## config.mk

```make
export PLATFORM = sky130hd
export DESIGN_NAME = parking_gate_ctrl
export DESIGN_NICKNAME = d
export VERILOG_FILES = /design/src/rtl/parking_gate_ctrl_pkg.sv /design/src/rtl/parking_gate_ctrl_req_latch.sv /design/src/rtl/parking_gate_ctrl.sv
export SDC_FILE = /design/constraint.sdc
export NUM_CORES = 1
export LEC_CHECK = 0
export CAP_MARGIN = 20
export CORE_MARGIN = 5
export CORE_UTILIZATION = 30
export DETAILED_ROUTE_END_ITERATION = 6
export PLACE_DENSITY = 0.56
export SYNTH_ARGS = -nofsm -noshare
export SYNTH_HDL_FRONTEND = slang
export SYNTH_HIERARCHICAL = 1
export SYNTH_SLANG_ARGS = --single-unit
```

## constraint.sdc

```tcl
create_clock -name clk_slow -period 2.4 [get_ports clk_slow]
set_clock_uncertainty 0.2 [all_clocks]
set_input_delay 0.36 -clock clk_slow [delete_from_list [all_inputs] [get_ports clk_slow]]
set_output_delay 0.36 -clock clk_slow [all_outputs]
set_load 0.005 [all_outputs]
```

## src/rtl/parking_gate_ctrl_pkg.sv

```systemverilog
// Shared types and BCD helpers for the parking gate controller.
// The states and grant constants are shared by the controller and its checkers.
package parking_gate_ctrl_pkg;

  typedef enum logic [1:0] {
    ST_IDLE     = 2'd0,
    ST_OPEN_ENT = 2'd1,
    ST_OPEN_SAL = 2'd2
  } gate_state_e;

  typedef enum logic {
    GNT_SAL = 1'b0,
    GNT_ENT = 1'b1
  } grant_e;

  typedef struct packed {
    logic [3:0] tens;
    logic [3:0] units;
  } bcd_t;

  function automatic bcd_t bcd_inc(input bcd_t v);
    bcd_t r;
    r = v;
    if (v.units == 4'd9) begin
      r.units = 4'd0;
      r.tens  = v.tens + 4'd1;
    end else begin
      r.units = v.units + 4'd1;
    end
    return r;
  endfunction

  function automatic bcd_t bcd_dec(input bcd_t v);
    bcd_t r;
    r = v;
    if (v.units == 4'd0) begin
      r.units = 4'd9;
      r.tens  = v.tens - 4'd1;
    end else begin
      r.units = v.units - 4'd1;
    end
    return r;
  endfunction

endpackage

```

## src/rtl/parking_gate_ctrl_req_latch.sv

```systemverilog
// Request front end: normalises polarity, samples, detects the asserting edge
// and holds a single pending flag whose set wins over a same-cycle clear.
module parking_gate_ctrl_req_latch #(
  parameter int ACT_LOW = 1
) (
  input  logic clk_i,
  input  logic rst_n_i,
  input  logic req_i,
  input  logic clr_i,
  output logic pend_o
);

  logic req_norm_s;
  logic event_s;
  logic pend_d;
  logic req_s_q;
  logic req_d_q;
  logic pend_q;

  assign req_norm_s = (ACT_LOW != 0) ? ~req_i : req_i;
  assign event_s    = req_s_q & ~req_d_q;
  assign pend_d     = event_s | (pend_q & ~clr_i);

  // Sample, edge history and pending flag
  always_ff @(posedge clk_i) begin
    if (!rst_n_i) begin
      req_s_q <= 1'b0;
      req_d_q <= 1'b0;
      pend_q  <= 1'b0;
    end else begin
      req_s_q <= req_norm_s;
      req_d_q <= req_s_q;
      pend_q  <= pend_d;
    end
  end

  assign pend_o = pend_q;

endmodule

```

## src/rtl/parking_gate_ctrl.sv

```systemverilog
// Parking occupancy controller: arbitrates entry/exit requests round-robin onto one
// counter, opens the matching barrier for a timed window and tracks the count in BCD.
module parking_gate_ctrl
  import parking_gate_ctrl_pkg::*;
#(
  parameter int CAPACITY   = 20,
  parameter int GATE_TICKS = 2000,
  parameter int ACT_LOW    = 1,
  parameter int CNT_W      = 7
) (
  input  logic             clk_slow,
  input  logic             rst_n,
  input  logic             ent_req,
  input  logic             sal_req,
  output logic [CNT_W-1:0] count,
  output logic [3:0]       bcd_tens,
  output logic [3:0]       bcd_units,
  output logic             barrera_ent,
  output logic             barrera_sal,
  output logic             lleno,
  output logic             vacio,
  output logic             rechazo
);

  localparam int              TMR_W    = $clog2(GATE_TICKS + 1);
  localparam logic [TMR_W-1:0] TMR_LOAD = TMR_W'(GATE_TICKS - 1);

  logic             pend_ent_s, pend_sal_s;
  logic             grant_ent_s, grant_sal_s;
  logic             inc_s, dec_s;
  logic [CNT_W-1:0] count_d;
  bcd_t             bcd_d;

  gate_state_e      state_q;
  grant_e           last_grant_q;
  logic [TMR_W-1:0] timer_q;
  logic [CNT_W-1:0] count_q;
  bcd_t             bcd_q;
  logic             barrera_ent_q, barrera_sal_q, lleno_q, vacio_q, rechazo_q;

  parking_gate_ctrl_req_latch #(.ACT_LOW(ACT_LOW)) u_ent (
    .clk_i   (clk_slow),
    .rst_n_i (rst_n),
    .req_i   (ent_req),
    .clr_i   (grant_ent_s),
    .pend_o  (pend_ent_s)
  );

  parking_gate_ctrl_req_latch #(.ACT_LOW(ACT_LOW)) u_sal (
    .clk_i   (clk_slow),
    .rst_n_i (rst_n),
    .req_i   (sal_req),
    .clr_i   (grant_sal_s),
    .pend_o  (pend_sal_s)
  );

  // Grant selection (ties go to the side not served last) and next count/BCD
  always_comb begin
    grant_ent_s = 1'b0;
    grant_sal_s = 1'b0;
    if (state_q == ST_IDLE) begin
      if (pend_ent_s && (!pend_sal_s || (last_grant_q == GNT_SAL))) begin
        grant_ent_s = 1'b1;
      end else if (pend_sal_s) begin
        grant_sal_s = 1'b1;
      end else begin
        grant_ent_s = 1'b0;
      end
    end else begin
      grant_sal_s = 1'b0;
    end
    inc_s   = grant_ent_s & ~lleno_q;
    dec_s   = grant_sal_s & ~vacio_q;
    count_d = count_q;
    bcd_d   = bcd_q;
    if (inc_s) begin
      count_d = count_q + CNT_W'(1);
      bcd_d   = bcd_inc(bcd_q);
    end else if (dec_s) begin
      count_d = count_q - CNT_W'(1);
      bcd_d   = bcd_dec(bcd_q);
    end else begin
      count_d = count_q;
    end
  end

  // Gate FSM with registered count, flags and barrier outputs
  always_ff @(posedge clk_slow) begin
    if (!rst_n) begin
      state_q       <= ST_IDLE;
      last_grant_q  <= GNT_SAL;
      timer_q       <= '0;
      count_q       <= '0;
      bcd_q         <= '0;
      barrera_ent_q <= 1'b0;
      barrera_sal_q <= 1'b0;
      lleno_q       <= 1'b0;
      vacio_q       <= 1'b1;
      rechazo_q     <= 1'b0;
    end else begin
      count_q   <= count_d;
      bcd_q     <= bcd_d;
      lleno_q   <= (count_d == CNT_W'(CAPACITY));
      vacio_q   <= (count_d == CNT_W'(0));
      rechazo_q <= (grant_ent_s & lleno_q) | (grant_sal_s & vacio_q);
      case (state_q)
        ST_IDLE: begin
          if (inc_s) begin
            state_q       <= ST_OPEN_ENT;
            last_grant_q  <= GNT_ENT;
            timer_q       <= TMR_LOAD;
            barrera_ent_q <= 1'b1;
          end else if (dec_s) begin
            state_q       <= ST_OPEN_SAL;
            last_grant_q  <= GNT_SAL;
            timer_q       <= TMR_LOAD;
            barrera_sal_q <= 1'b1;
          end else begin
            barrera_ent_q <= 1'b0;
            barrera_sal_q <= 1'b0;
          end
        end
        ST_OPEN_ENT, ST_OPEN_SAL: begin
          if (timer_q == TMR_W'(0)) begin
            state_q       <= ST_IDLE;
            barrera_ent_q <= 1'b0;
            barrera_sal_q <= 1'b0;
          end else begin
            timer_q <= timer_q - TMR_W'(1);
          end
        end
        default: begin
          state_q       <= ST_IDLE;
          barrera_ent_q <= 1'b0;
          barrera_sal_q <= 1'b0;
        end
      endcase
    end
  end

  assign count       = count_q;
  assign bcd_tens    = bcd_q.tens;
  assign bcd_units   = bcd_q.units;
  assign barrera_ent = barrera_ent_q;
  assign barrera_sal = barrera_sal_q;
  assign lleno       = lleno_q;
  assign vacio       = vacio_q;
  assign rechazo     = rechazo_q;

endmodule

```

==> run metrics, run 1 <==
WS Path Type=register to register; final slew viol count=0; number of CTS-inserted buffers=5; setup TNS=0 ns; final weighted congestion in routability-driven placement=0.844; max-cap violation count=0; worst slew pin tran=0.647 ns; Die Y=96.1 µm; global-route wire length before repair=9160 µm; Worst Hold Class=register to register; clock slew seen by the registers of the worst setup and hold paths=0.08 ns; Design Area, Final=2870 µm²; Nets=311; register area share after synthesis=36.0%; delay-heaviest family, CP=simple AND/OR/NAND/NOR gates; IO Count=24; crit path time final=2.31 ns; largest net degree at the start of global routing=23; Syn Area/Cell=8.65 µm²; Max Fclk=433 MHz; GRT Overall Usage=12.5%; Leakage=1.06 nW; clock buffer depth=2; crit path cell chain=inv_1 > ha_1 > or4b_2 > nor4_4 > nor3_1 > a211o_1 > and3_1; Starting Density=30.8%; level count of the clock H-tree=2; relative slew slack=56.9%; vias in the first global route=1,926; number of vias per cell=5.09; mapped cell area=2220 µm²; Mapped Nets=268; pre-CTS setup slack=-0.0511 ns; final worst slack=0.0898 ns; DRT iter0 DRCs=114; ant diodes=0; RSZ-0062 raised after global routing=true; hold buffer count at CTS=0; CP startpoint kind=register; Worst path slowest cell=or4b_2; global route overflow=0; CTS tree=yes; Worst Hold Launch=u_ent/req_s_q; Ys Warns=6; #FFs+latches synth=40; r2r startpoint=timer_q[0]; share of cells above drive strength 1=19.3%; area post-placement=2730 µm²; clock root cell=clkbuf_8; WL/cell=13.4 µm; Worst Setup End Kind=register; crit-path max FO=4; clock latency at the later pin of the worst-skew pair=0.29 ns; worst path bufs/invs=1; Final setup viols=0; post-synth cell types=60; Vias=2,037; Tcrit/Tclk final=96.3%; crit path launch=timer_q[0]; Die Area=9230 µm²; most used flip-flop cell after synthesis=dfxtp_1; WP data required=2.39 ns; WL final=5360 µm; crit path DAT=2.30 ns; Post-synth ARST share=0%; Post-synth EDFFs=0; Remaining DRCs=0; Layout area overhead=29.3%; VDD IR max=265 µV; antenna violations before repair=0; Antenna Nets Post-Route=0; outcome=finished, final reports clean; cell count after synthesis=257; final hold vios=0; row cnt=31; router iterations before antenna repair=4; pwr dens=738 nW/µm²; Num Clock Sinks=40; crit-path max cell delay=0.65 ns; Die W=96.1 µm; floorplan core area=7210 µm²; Filler cells=753; DP HPWL=4020 µm; PortBufs=23
[final timing paths]
kind / to / slack, ns / cells after the start
worst max-delay path: timer_q[6] / 0.09 / 7
worst min-delay path: u_ent/pend_o / 0.27 / 2
worst max register to register: timer_q[6] / 0.09 / 7
worst min register to register: u_ent/pend_o / 0.27 / 2
[worst min-delay path, delay by kind of cell (launching register included)]
family | cells | cell delay, ns
compound gates | 1 | 0.05
flops | 1 | 0.31
simple gates | 1 | 0.08
[what timing repair did]
item | in CTS | in global routing
setup endpoints to repair | 1 | 9
buffers inserted | 0 | 0
pin swaps | 0 | 2
gates cloned | 0 | 0
gates resized for setup | 1 | 10
[registers in the layout, summed over array words and instances, names as in the netlist, 2 cells and up]
name / flops
state_q: 2
timer_q: 11
bcd_tens: 4
bcd_units: 4
count: 7
[metrics by stage]
stage	hold slack [ns]	util, %	cells	power [mW]
floorplan	0.232	-	257	1.29
global placement	0.248	37.9	392	1.56
detailed placement	0.259	37.9	392	1.56
CTS	0.276	39.4	400	2.13
global route	0.283	39.8	400	2.28
finish	0.269	39.8	400	2.12
[cell type report]
cell class              count  area [µm²]  share of cell area (%)
repair buffers             48         418                    14.5
clock buffers               5        68.8                    2.40
flip-flops and latches     40         806                    28.0
clock inverters             3        42.5                    1.48
inverters                  12        45.0                    1.57
well taps                  99         124                    4.31
multi-input cells         193        1370                    47.6
[cell families (layout without fill, tap and decap cells)]
| logic type | count (synthesis) | count (layout) | synth area share, % |
|---|---|---|---|
| buf+inv | 24 | 68 | 4.34 |
| flops | 40 | 40 | 36.0 |
| simple gates | 109 | 109 | 29.8 |
| compound gates | 66 | 66 | 21.1 |
| xor+xnor | 7 | 7 | 2.76 |
| mux | 4 | 4 | 1.97 |
| fa+ha+maj | 7 | 7 | 3.94 |
[cell usage after synthesis, types with 2 or more instances]
| master | count | area [µm²] |
|---|---|---|
| dfxtp_1 | 40 | 801 |
| nor2_1 | 18 | 67.6 |
| a21oi_1 | 13 | 65.1 |
| inv_1 | 12 | 45.0 |
| nand2_1 | 9 | 33.8 |
| o21ai_0 | 9 | 45.0 |
| clkbuf_1 | 8 | 30.0 |
| nor3_1 | 8 | 40.0 |
| or4_1 | 8 | 60.1 |
| and3_1 | 7 | 43.8 |
| ha_1 | 7 | 87.6 |
| nand3_1 | 7 | 35.0 |
| nand4_1 | 7 | 43.8 |
| nor4_1 | 7 | 43.8 |
| a211oi_1 | 6 | 45.0 |
| and2_1 | 6 | 37.5 |
| nor2b_1 | 6 | 37.5 |
| a31oi_1 | 5 | 31.3 |
| nand2b_1 | 5 | 31.3 |
| o31ai_1 | 5 | 37.5 |
| or3_1 | 5 | 31.3 |
| xnor2_1 | 4 | 35.0 |
| a311oi_1 | 3 | 26.3 |
| mux2_2 | 3 | 33.8 |
| or2_2 | 3 | 18.8 |
| xor2_1 | 3 | 26.3 |
| a21boi_2 | 2 | 22.5 |
| a221oi_1 | 2 | 17.5 |
| and4_1 | 2 | 17.5 |
| buf_2 | 2 | 10.0 |
| nand2b_4 | 2 | 27.5 |
| o21a_1 | 2 | 15.0 |
| o22ai_1 | 2 | 12.5 |
| o31a_1 | 2 | 17.5 |
| o41ai_1 | 2 | 17.5 |
[cell usage in the layout, fill, tap and decap left out, types with 8 or more instances in the layout]
cell type	instances
a21oi_1	13
o21ai_0	8
inv_1	8
nor3_1	8
nand2_1	9
or4_1	8
dfxtp_1	38
clkdlybuf4s50_1	23
nor2_1	18
buf_4	25
[power by group]
group | internal [mW] | switching [mW]
registers | 0.744 | 0.0762
logic | 0.370 | 0.377
clock network | 0.308 | 0.245
total | 1.42 | 0.699
[per-layer routing]
layer | part of all wire [%] | track usage (%) | vias to the layer above
met1 | 51 | 17.5 | 958
met2 | 44 | 19.1 | 27
met4 | 1.3 | 4.98 | 0
met3 | 3.5 | 2.19 | 5
li1 | - | - | 1047
met5 | 0 | 0 | -
Note: power is estimated with default switching activity, not from simulation.
==> run 2, diff against run 1 <==
Settings changed: ABC_CLOCK_PERIOD_IN_PS set to 2400.
==> results of run 2 <==
Final layout, timing and power as in run 1 (identical DEF).
